File: config.mk
export PLATFORM = sky130hd
export DESIGN_NAME = monit_sampler
export DESIGN_NICKNAME = d
export VERILOG_FILES = /design/src/rtl/monit_pkg.sv /design/src/rtl/monit_sampler_crc8.sv /design/src/rtl/monit_sampler.sv
export SDC_FILE = /design/constraint.sdc
export NUM_CORES = 1
export LEC_CHECK = 0
export ABC_AREA = 1
export CAP_MARGIN = 20
export CELL_PAD_IN_SITES_DETAIL_PLACEMENT = 0
export CELL_PAD_IN_SITES_GLOBAL_PLACEMENT = 1
export CORE_MARGIN = 4
export CORE_UTILIZATION = 34
export DETAILED_ROUTE_END_ITERATION = 6
export HOLD_SLACK_MARGIN = 0.08
export PLACE_DENSITY_LB_ADDON = 0.05
export SLEW_MARGIN = 20
export SYNTH_ARGS = -nofsm -noshare
export SYNTH_HDL_FRONTEND = slang
export SYNTH_SLANG_ARGS = --single-unit
File: constraint.sdc
create_clock -name clk -period 3.9 [get_ports clk]
set_input_delay 0.78 -clock clk [delete_from_list [all_inputs] [get_ports clk]]
set_output_delay 0.78 -clock clk [all_outputs]
set_load 0.01 [all_outputs]
File: src/rtl/monit_pkg.sv
// Shared types and constants for the monitor sampler and its CRC helper.
package monit_pkg;

  typedef enum logic [2:0] {
    StIdle,
    StSync,
    StCnt,
    StId,
    StData,
    StCrc,
    StEof
  } state_e;

  localparam logic [7:0] CrcPoly   = 8'h07;
  localparam logic [7:0] DefSync   = 8'hA5;
  localparam logic [7:0] DefEof    = 8'h0A;
  localparam logic [7:0] DefIdBase = 8'h30;
  localparam int unsigned DropW    = 16;

  // One byte of CRC-8, MSB first, no reflection.
  function automatic logic [7:0] crc8_next(logic [7:0] crc, logic [7:0] din);
    logic [7:0] c;
    c = crc ^ din;
    for (int i = 0; i < 8; i++) begin
      c = c[7] ? ((c << 1) ^ CrcPoly) : (c << 1);
    end
    return c;
  endfunction

endpackage

File: src/rtl/monit_sampler_crc8.sv
// Byte-wide CRC-8 register; only instantiated when MONIT_SAMPLER_CRC_EN is defined.
module monit_crc8
  import monit_pkg::*;
(
  input  logic       clk,
  input  logic       rst,
  input  logic       clr,
  input  logic       en,
  input  logic [7:0] din,
  output logic [7:0] crc
);

  logic [7:0] crc_q;

  always_ff @(posedge clk) begin
    if (!rst || clr) begin
      crc_q <= '0;
    end else if (en) begin
      crc_q <= crc8_next(crc_q, din);
    end
  end

  assign crc = crc_q;

endmodule

File: src/rtl/monit_sampler.sv
// Multi-channel sampler that frames masked channel snapshots into a byte stream.
// Define MONIT_SAMPLER_CRC_EN to insert a CRC-8 byte before EOF.
module monit_sampler
  import monit_pkg::*;
#(
  parameter int unsigned N_CH      = 8,
  parameter int unsigned WIDTH     = 32,
  parameter logic [7:0]  ID_BASE   = DefIdBase,
  parameter logic [7:0]  SYNC_BYTE = DefSync,
  parameter logic [7:0]  EOF_BYTE  = DefEof
) (
  input  logic                    clk,
  input  logic                    rst,
  input  logic                    enable,
  input  logic [31:0]             sample_period,
  input  logic [N_CH-1:0]         ch_mask,
  input  logic [N_CH*WIDTH-1:0]   ch_data,
  input  logic                    clr_overrun,
  output logic [7:0]              tx_data,
  output logic                    tx_valid,
  input  logic                    tx_ready,
  output logic                    busy,
  output logic                    frame_done,
  output logic                    overrun,
  output logic [DropW-1:0]        drop_cnt
);

  localparam int unsigned NumBytes = WIDTH / 8;
  localparam int unsigned ChW      = (N_CH > 1) ? $clog2(N_CH) : 1;
  localparam int unsigned IdxW     = (NumBytes > 1) ? $clog2(NumBytes) : 1;
`ifdef MONIT_SAMPLER_CRC_EN
  localparam state_e AfterData = StCrc;
`else
  localparam state_e AfterData = StEof;
`endif

  state_e                             state_q, state_d;
  logic [31:0]                        per_cnt_q;
  logic                               tick, hs, drop_tick;
  logic [N_CH-1:0][WIDTH-1:0]         snap_q;
  logic [NumBytes-1:0][7:0]           cur_bytes;
  logic [N_CH-1:0]                    mask_q;
  logic [7:0]                         cnt_q, mask_pop;
  logic [ChW-1:0]                     ch_q, ch_d, first_ch, next_ch;
  logic                               has_first, has_next;
  logic [IdxW-1:0]                    idx_q, idx_d;
  logic                               overrun_q, frame_done_q;
  logic [DropW-1:0]                   drop_q;

  assign tx_valid   = (state_q != StIdle);
  assign busy       = tx_valid;
  assign hs         = tx_valid && tx_ready;
  assign frame_done = frame_done_q;
  assign overrun    = overrun_q;
  assign drop_cnt   = drop_q;

  // Compare against period-1 so a lowered period takes effect at once.
  assign tick      = enable && (sample_period != '0) && (per_cnt_q >= sample_period - 32'd1);
  assign drop_tick = tick && (state_q != StIdle);

  always_ff @(posedge clk) begin
    if (!rst || !enable || sample_period == '0 || tick) begin
      per_cnt_q <= '0;
    end else begin
      per_cnt_q <= per_cnt_q + 32'd1;
    end
  end

  always_comb begin
    mask_pop = '0;
    for (int i = 0; i < int'(N_CH); i++) begin
      mask_pop = mask_pop + 8'(ch_mask[i]);
    end
  end

  always_ff @(posedge clk) begin
    if (!rst) begin
      snap_q <= '0;
      mask_q <= '0;
      cnt_q  <= '0;
    end else if (tick && state_q == StIdle) begin
      snap_q <= ch_data;
      mask_q <= ch_mask;
      cnt_q  <= mask_pop;
    end
  end

  // Descending scan so the lowest qualifying index wins.
  always_comb begin
    has_first = 1'b0;
    first_ch  = '0;
    has_next  = 1'b0;
    next_ch   = '0;
    for (int i = int'(N_CH) - 1; i >= 0; i--) begin
      if (mask_q[i]) begin
        has_first = 1'b1;
        first_ch  = ChW'(i);
        if (i > int'(ch_q)) begin
          has_next = 1'b1;
          next_ch  = ChW'(i);
        end
      end
    end
  end

  always_comb begin
    state_d = state_q;
    ch_d    = ch_q;
    idx_d   = idx_q;
    unique case (state_q)
      StIdle: if (tick) state_d = StSync;
      StSync: if (hs) state_d = StCnt;
      StCnt: begin
        if (hs) begin
          if (has_first) begin
            state_d = StId;
            ch_d    = first_ch;
          end else begin
            state_d = AfterData;
          end
        end
      end
      StId: begin
        if (hs) begin
          state_d = StData;
          idx_d   = IdxW'(NumBytes - 1);
        end
      end
      StData: begin
        if (hs) begin
          if (idx_q != '0) begin
            idx_d = idx_q - IdxW'(1);
          end else if (has_next) begin
            state_d = StId;
            ch_d    = next_ch;
          end else begin
            state_d = AfterData;
          end
        end
      end
      StCrc:   if (hs) state_d = StEof;
      StEof:   if (hs) state_d = StIdle;
      default: state_d = StIdle;
    endcase
  end

  always_ff @(posedge clk) begin
    if (!rst) begin
      state_q <= StIdle;
      ch_q    <= '0;
      idx_q   <= '0;
    end else begin
      state_q <= state_d;
      ch_q    <= ch_d;
      idx_q   <= idx_d;
    end
  end

  // A drop in the same cycle as a clear wins and restarts the count at 1.
  always_ff @(posedge clk) begin
    if (!rst) begin
      overrun_q    <= 1'b0;
      drop_q       <= '0;
      frame_done_q <= 1'b0;
    end else begin
      frame_done_q <= (state_q == StEof) && hs;
      if (drop_tick) begin
        overrun_q <= 1'b1;
        if (clr_overrun) begin
          drop_q <= DropW'(1);
        end else if (drop_q != '1) begin
          drop_q <= drop_q + DropW'(1);
        end
      end else if (clr_overrun) begin
        overrun_q <= 1'b0;
        drop_q    <= '0;
      end
    end
  end

  assign cur_bytes = snap_q[ch_q];

`ifdef MONIT_SAMPLER_CRC_EN
  logic [7:0] crc_byte;
  logic       crc_en;

  assign crc_en = hs && (state_q == StCnt || state_q == StId || state_q == StData);

  monit_crc8 u_crc (
    .clk (clk),
    .rst (rst),
    .clr (state_q == StIdle),
    .en  (crc_en),
    .din (tx_data),
    .crc (crc_byte)
  );
`endif

  always_comb begin
    tx_data = '0;
    unique case (state_q)
      StSync: tx_data = SYNC_BYTE;
      StCnt:  tx_data = cnt_q;
      StId:   tx_data = ID_BASE + 8'(ch_q);
      StData: tx_data = cur_bytes[idx_q];
`ifdef MONIT_SAMPLER_CRC_EN
      StCrc:  tx_data = crc_byte;
`endif
      StEof:  tx_data = EOF_BYTE;
      default: tx_data = '0;
    endcase
  end

endmodule

# == After elaboration in Yosys (flattened, before gate mapping) ==
# Cells that the tools add are included.
# totals
word_cells,157
ff_bits,330
in_bits,301
out_inout_bits,28
# classes
eq_ne,18
reduce_logical,24
addsub,12
n_mux,76
order_cmp,10
# ops
op,count
$mux W3,37
$bmux W32 S3,1
$mux W16,4
$pmux W8 S5,1
$add A32 B1 Y32 const B,1
$ge A32 B32 Y1,1
$logic_not A32 Y1,1
$mux W32,1
$reduce_bool A32 Y1,1
$sub A32 B1 Y32 const B,1
$mux W1,24
$ne A2 B2 Y1 const B,11
$pmux W3 S7,1
$add A16 B1 Y16 const B,1
$bmux W8 S2,1
$ne A16 B16 Y1 const B,1
$gt A3 B3 Y1 const A,4
$reduce_bool A2 Y1,5
$eq A3 B3 Y1 const B,3
$add A7 B1 Y8,1
$mux W8,1
$reduce_and A8 Y1,1
$add A6 B1 Y7,1
$add A6 B3 Y7 const A,1
other kinds (23),35

# == Depth between registers and ports, before layout ==
# logic_depth
word_depth,19
ltp_mapped,25
depth_no_buf,25

# == Least setup slack after synthesis ==
# Ideal clock, no wire load.
# synth_timing
path_kind,input port to flip-flop
start,in sample_period[0]
end,reg snap_q[187] (netlist name)
path_buffers,2
slack_ps,115
arrival_ps,3642
stages,24
required_time_ps,3757
path_cell_list,inv_1 > ha_1 > nand2_1 > nor2_2 > nand2_1 > nor3_4 > nand2_1 > nor2_1 > nand2_1 > nor2_1 > nand2_1 > a21oi_1 > ha_1 > nand2_1 > o21a_1 > nand2_1 > a21oi_1 > nand2_4 > nand2_2 > nor2_4 > buf_4 > buf_4 > nand2_1 > a21oi_2
# synth_via
elab_chain_cells,4
# synth_lines
element,line_no,text
start: declaration,monit_sampler.sv:15,"input logic [31:0] sample_period,"
$sub A32 B1 Y32 / $reduce_bool A32 Y1 (equally long branches),monit_sampler.sv:58,assign tick = enable && (sample_period != '0) && (per_cnt_q >= sample_period - 32'd1);
$ge A32 B32 Y1 / $logic_and A1 B1 Y1 (equally long branches),monit_sampler.sv:58,
$logic_and A1 B1 Y1 *,monit_sampler.sv:58,
$logic_and A1 B1 Y1 *,monit_sampler.sv:81,end else if (tick && state_q == StIdle) begin
end signal: assignment,monit_sampler.sv:82,snap_q <= ch_data;
end: declaration,monit_sampler.sv:40,logic [N_CH-1:0][WIDTH-1:0] snap_q;
# Mark *: on every way between the ends. The rest lies on a longest branch, timed or not.
# A chain may end at the register's enable or synchronous reset.

# == Worst setup path after layout ==
# layout_timing
start,reg ch_q[0]
end,out tx_data[7]
# layout_via
elab_chain_cells,5
# layout_lines
element,line_no,text
start: declaration,monit_sampler.sv:44,"logic [ChW-1:0] ch_q, ch_d, first_ch, next_ch;"
start signal: assignment,monit_sampler.sv:154,ch_q <= ch_d;
$bmux W32 S3,monit_sampler.sv:181,assign cur_bytes = snap_q[ch_q];
$mux W32 (not written as such),monit_sampler.sv:181,
$bmux W8 S2,monit_sampler.sv:205,StData: tx_data = cur_bytes[idx_q];
$mux W8 (not written as such),monit_sampler.sv:205,
$pmux W8 S5,monit_sampler.sv:201,unique case (state_q)
end: declaration,monit_sampler.sv:19,"output logic [7:0] tx_data,"
# No other way between the ends. The select of a mux whose other input is x is not followed.

==> results <==
- The run finished with clean final reports.
- The total area inside the core boundary comes to 47800 sq um.
- The post-synthesis cell area is 16500 sq um.
- The worst hold slack across all endpoints is 0.452 ns.
- The max-slew violation count is 0.
- The startpoint class of the critical path is a flip-flop.
- The number of different library cells in the post-synthesis netlist is 53.
- The highest net fanout along the worst path is 88.
- Static timing analysis puts the maximum clock frequency at 260 MHz.
- Summed over all cells, the static leakage comes to 8.49 nW.
- The worst path needs 3.84 ns of the cycle, external delays included.
- Summed over all instances, the cell type with the most area after synthesis is sky130_fd_sc_hd__dfxtp_1.
- From synthesis to final layout, the design area changed by 40.3%.
- Counting tap cells, the placed design contains a total of 3212 instances.
- The clock slew seen by the registers of the worst setup and hold paths is 0.06 ns.
- The worst IR drop on VDD is 255 uV.
- The first routing iteration left 1168 violations.
- The worst-case clock buffer depth is 3.
- The worst pin sits at a relative slew slack of 45.7%.
- By count the netlist is led by sky130_fd_sc_hd__a21oi_1 (432), sky130_fd_sc_hd__nand2_1 (410), sky130_fd_sc_hd__dfxtp_1 (326).
- Dividing the detail-routed wire length by the instance count gives 19.6 um.
- At the pin with the least slew margin, the transition time is 0.814 ns.
- The synthesized design contains 326 register bits.
- The total number of vias is 16800.
- The number of global-route vias before repair is 16100.
- The number of diodes added for antenna fixing is 0.
- Counting every instance in the synthesized netlist gives 2295.
- The number of clock buffers inserted by TritonCTS is 41.
- The worst endpoint required time is 3.12 ns.
- The clock insertion delay at the later pin of the skew report is 0.56 ns.
- Of the post-synthesis cell area, the dominant cell type holds 39.7%.
- The critical path goes through buf_16 -> a21oi_1 -> o21ai_0 -> a21oi_2 -> nor4_1 -> o21ai_0 -> nand2_1 -> nand2_1 -> clkdlybuf4s50_1.
- In the post-synthesis netlist, the biggest area contributors are sky130_fd_sc_hd__dfxtp_1 (40%), sky130_fd_sc_hd__a21oi_1 (13%), sky130_fd_sc_hd__nand2_1 (9.4%).
- The layout cell share with drive strength beyond 1 is 13.2%.
- The layout net count is 3017.
- The clock tree root driver cell is sky130_fd_sc_hd__clkbuf_16.
- Cells fill 48.3% of the core in the end.
- In this run the vertical extent of the chip is 228 um.
- In the synthesized netlist the async set-or-reset flop fraction comes to 0%.
- The number of instances on the worst hold path is 2.
- The most used flip-flop cell after synthesis is sky130_fd_sc_hd__dfxtp_1.
- The number of nets handed over by synthesis was 2639.
- The final clock skew is 0.0239 ns.
- The layout filler cell count is 4810.
- The share of the clock period used by the worst path after layout is 98.5%.
- The final number of setup-violating endpoints is 0.
- The top cell family by delay on the critical path is compound AO/OA/AOI/OAI gates.
- For this design the ratio of total power to cell area is 365 nW/um^2.
- The initial antenna violation count is 3.
- The residual antenna-violating net count after detailed routing is 0.
- The initialized floorplan defines 80 standard-cell rows.
- The clock net sink count is 326.
- The first detailed-routing pass took 5 iterations.
- The maximum level of the CTS H-tree is 2.
- The hold violation count in the final report is 0.
- The register area share after synthesis is 39.7%.
- In the global route stage, overall resource usage came out at 22.8%.
- The initial utilization of the core area, before any placement, comes to 34.4%.
- The critical path contains buffers and inverters numbering 2 combined.
- The global-route wire length before repair is 93800 um.
- The global routing usage on met3 is 3.16%.
- The mean instance size in the synthesized netlist is 7.17 sq um.
- After detailed routing, the number of remaining DRC violations is 0.
- The detailed placer's ending HPWL is 46700 um.
- 329 I/O pins were placed.
- The worst setup path is captured at an output port.
- The sequential cell area is 6530 sq um.
- The critical path is of the flip-flop to output port type.
- The largest net degree at the start of global routing is 89.
- The placed cell area is 20900 sq um.
- The last weighted congestion value of the routability-driven placer is 0.873.
- The global-route layer with the greatest usage is met2.
- From left edge to right edge, the die measures 228 um.
- The sum of overflow across all layers after global routing is 0.
- The finished layout holds 3313 standard cells, fillers aside.
- For this run, the number of Yosys warnings is 0.
- The count of cell instances traversed by the critical path is 9.
- Summing all multi-input logic gate instances after layout gives 8470 sq um.
- In the global route stage, met1 resource usage came out at 30.3%.
- For this run, the slowest stage of the critical path takes 0.56 ns.
- Wires add up to 64900 um.
- TritonCTS built the clock tree.
- The number of cells on the worst reg-to-reg path is 11.
- In this run, synthesis inferred 0 flip-flops with an integrated enable.
- The total non-filler cell area in the finished layout is 23100 sq um.
- In this run the worst hold path is classified as flip-flop to flip-flop.
- The number of port buffers is 328.
- The cell type of the slowest stage on the worst timing path is sky130_fd_sc_hd__clkdlybuf4s50_1.
- Max-cap violations in this run came to 0.
- By instance count, the leading cell after synthesis is sky130_fd_sc_hd__a21oi_1.
- The per-cell via count in the routed design is 5.07.
- The met2 track demand over resource in global routing is 37.7%.
- The arrival time at the worst endpoint is 3.06 ns.
- Setup repair after global routing could not meet its margin everywhere.
- The die covers 52000 sq um.
-- metrics by stage --
step                worst slack (ns)  power [mW]  TNS [ns]
global route                 -0.0222        8.78    -0.153
global placement              -0.643        4.90   -172.81
floorplan                      0.115        4.11         0
detailed placement            -0.718        4.90   -188.29
CTS                          -0.0736        8.49    -0.713
finish                        0.0591        8.43         0
-- registers in the layout, summed over array words and instances, names as in the netlist --
name / count
ch_q: 3
cnt_q: 4
drop_cnt: 16
frame_done: 1
idx_q: 2
mask_q: 8
overrun: 1
per_cnt_q: 32
snap_q: 256
state_q: 3
-- power by group --
part           switching [mW]  leakage (nW)  internal [mW]
clock                    1.45         0.612           2.10
sequential             0.0296          2.63           3.36
combinational           0.856          5.25          0.643
total                    2.34          8.49           6.09
-- kinds of logic (layout without fill, tap and decap cells) --
logic type,after synthesis,in the layout,share of synthesized area [%]
adders and majority gates,43,43,3.45
buffers and inverters,392,795,10.6
and+or+nand+nor,698,698,18.7
xor gates and xnor gates,50,50,2.66
AOI/OAI and AO/OA,786,786,25.0
DFF,326,326,39.7
-- metal layers --
| layer | vias to the layer above | part of all wire, % | wire length (um) |
|---|---|---|---|
| met5 | - | 0.052 | 34 |
| met4 | 6 | 3.8 | 2440 |
| met3 | 104 | 4.5 | 2950 |
| met2 | 430 | 46 | 30100 |
| met1 | 7852 | 45 | 29300 |
| li1 | 8398 | - | - |
-- tightest hold or removal path, delay by kind of cell (launching register included) --
| kind | cells | cell delay (ns) |
|---|---|---|
| DFF | 1 | 0.30 |
| AOI/OAI and AO/OA | 1 | 0.05 |
| buffers and inverters | 1 | 0.06 |
-- cell type report --
type,count,share of cell area (%)
Timing Repair Buffer,480,22.3
Sequential cell,326,28.3
Inverter,247,4.09
Clock inverter,7,0.184
Clock buffer,61,5.16
Multi-Input combinational cell,1577,36.7
Tap cell,615,3.33
-- repair_timing --
item,CTS,global route
hold buffers,0,0
setup buffers,3,14
setup endpoints to repair,242,328
resized for setup,52,110
pin swaps,8,32
gates cloned,2,14
endpoints found under the hold margin,0,0
-- worst paths after layout --
kind,startpoint,endpoint,slack (ns)
worst min-delay path,snap_q[162],snap_q[162],0.45
worst max register to register,drop_cnt[0],drop_cnt[1],1.23
worst max-delay path,ch_q[0],tx_data[7],0.06
worst min register to register,snap_q[162],snap_q[162],0.45
-- layout by cell type, fill, tap and decap left out, types with 5 or more instances in the layout --
| cell | n |
|---|---|
| sky130_fd_sc_hd__nor3_2 | 5 |
| sky130_fd_sc_hd__clkbuf_1 | 11 |
| sky130_fd_sc_hd__nor3_1 | 22 |
| sky130_fd_sc_hd__buf_6 | 11 |
| sky130_fd_sc_hd__o21ai_0 | 212 |
| sky130_fd_sc_hd__dlymetal6s2s_1 | 14 |
| sky130_fd_sc_hd__o211ai_1 | 6 |
| sky130_fd_sc_hd__nand2_1 | 398 |
| sky130_fd_sc_hd__clkdlybuf4s50_1 | 310 |
| sky130_fd_sc_hd__ha_1 | 39 |
| sky130_fd_sc_hd__buf_16 | 5 |
| sky130_fd_sc_hd__o21ai_1 | 76 |
| sky130_fd_sc_hd__a21oi_2 | 49 |
| sky130_fd_sc_hd__nand3_1 | 55 |
| sky130_fd_sc_hd__dfxtp_1 | 324 |
| sky130_fd_sc_hd__xnor2_1 | 16 |
| sky130_fd_sc_hd__nand2_4 | 6 |
| sky130_fd_sc_hd__buf_4 | 96 |
| sky130_fd_sc_hd__inv_1 | 237 |
| sky130_fd_sc_hd__nand4_1 | 24 |
| sky130_fd_sc_hd__nor2_2 | 12 |
| sky130_fd_sc_hd__clkbuf_16 | 53 |
| sky130_fd_sc_hd__o21ai_2 | 10 |
| sky130_fd_sc_hd__o2111ai_1 | 6 |
| sky130_fd_sc_hd__clkinv_2 | 5 |
| sky130_fd_sc_hd__buf_12 | 25 |
| sky130_fd_sc_hd__nand2_2 | 31 |
| sky130_fd_sc_hd__nor2_1 | 98 |
| sky130_fd_sc_hd__inv_2 | 5 |
| sky130_fd_sc_hd__nor4_1 | 18 |
| sky130_fd_sc_hd__xor2_1 | 33 |
| sky130_fd_sc_hd__a21oi_1 | 403 |
| sky130_fd_sc_hd__clkbuf_8 | 9 |
Power figures use the tool's default switching activity.
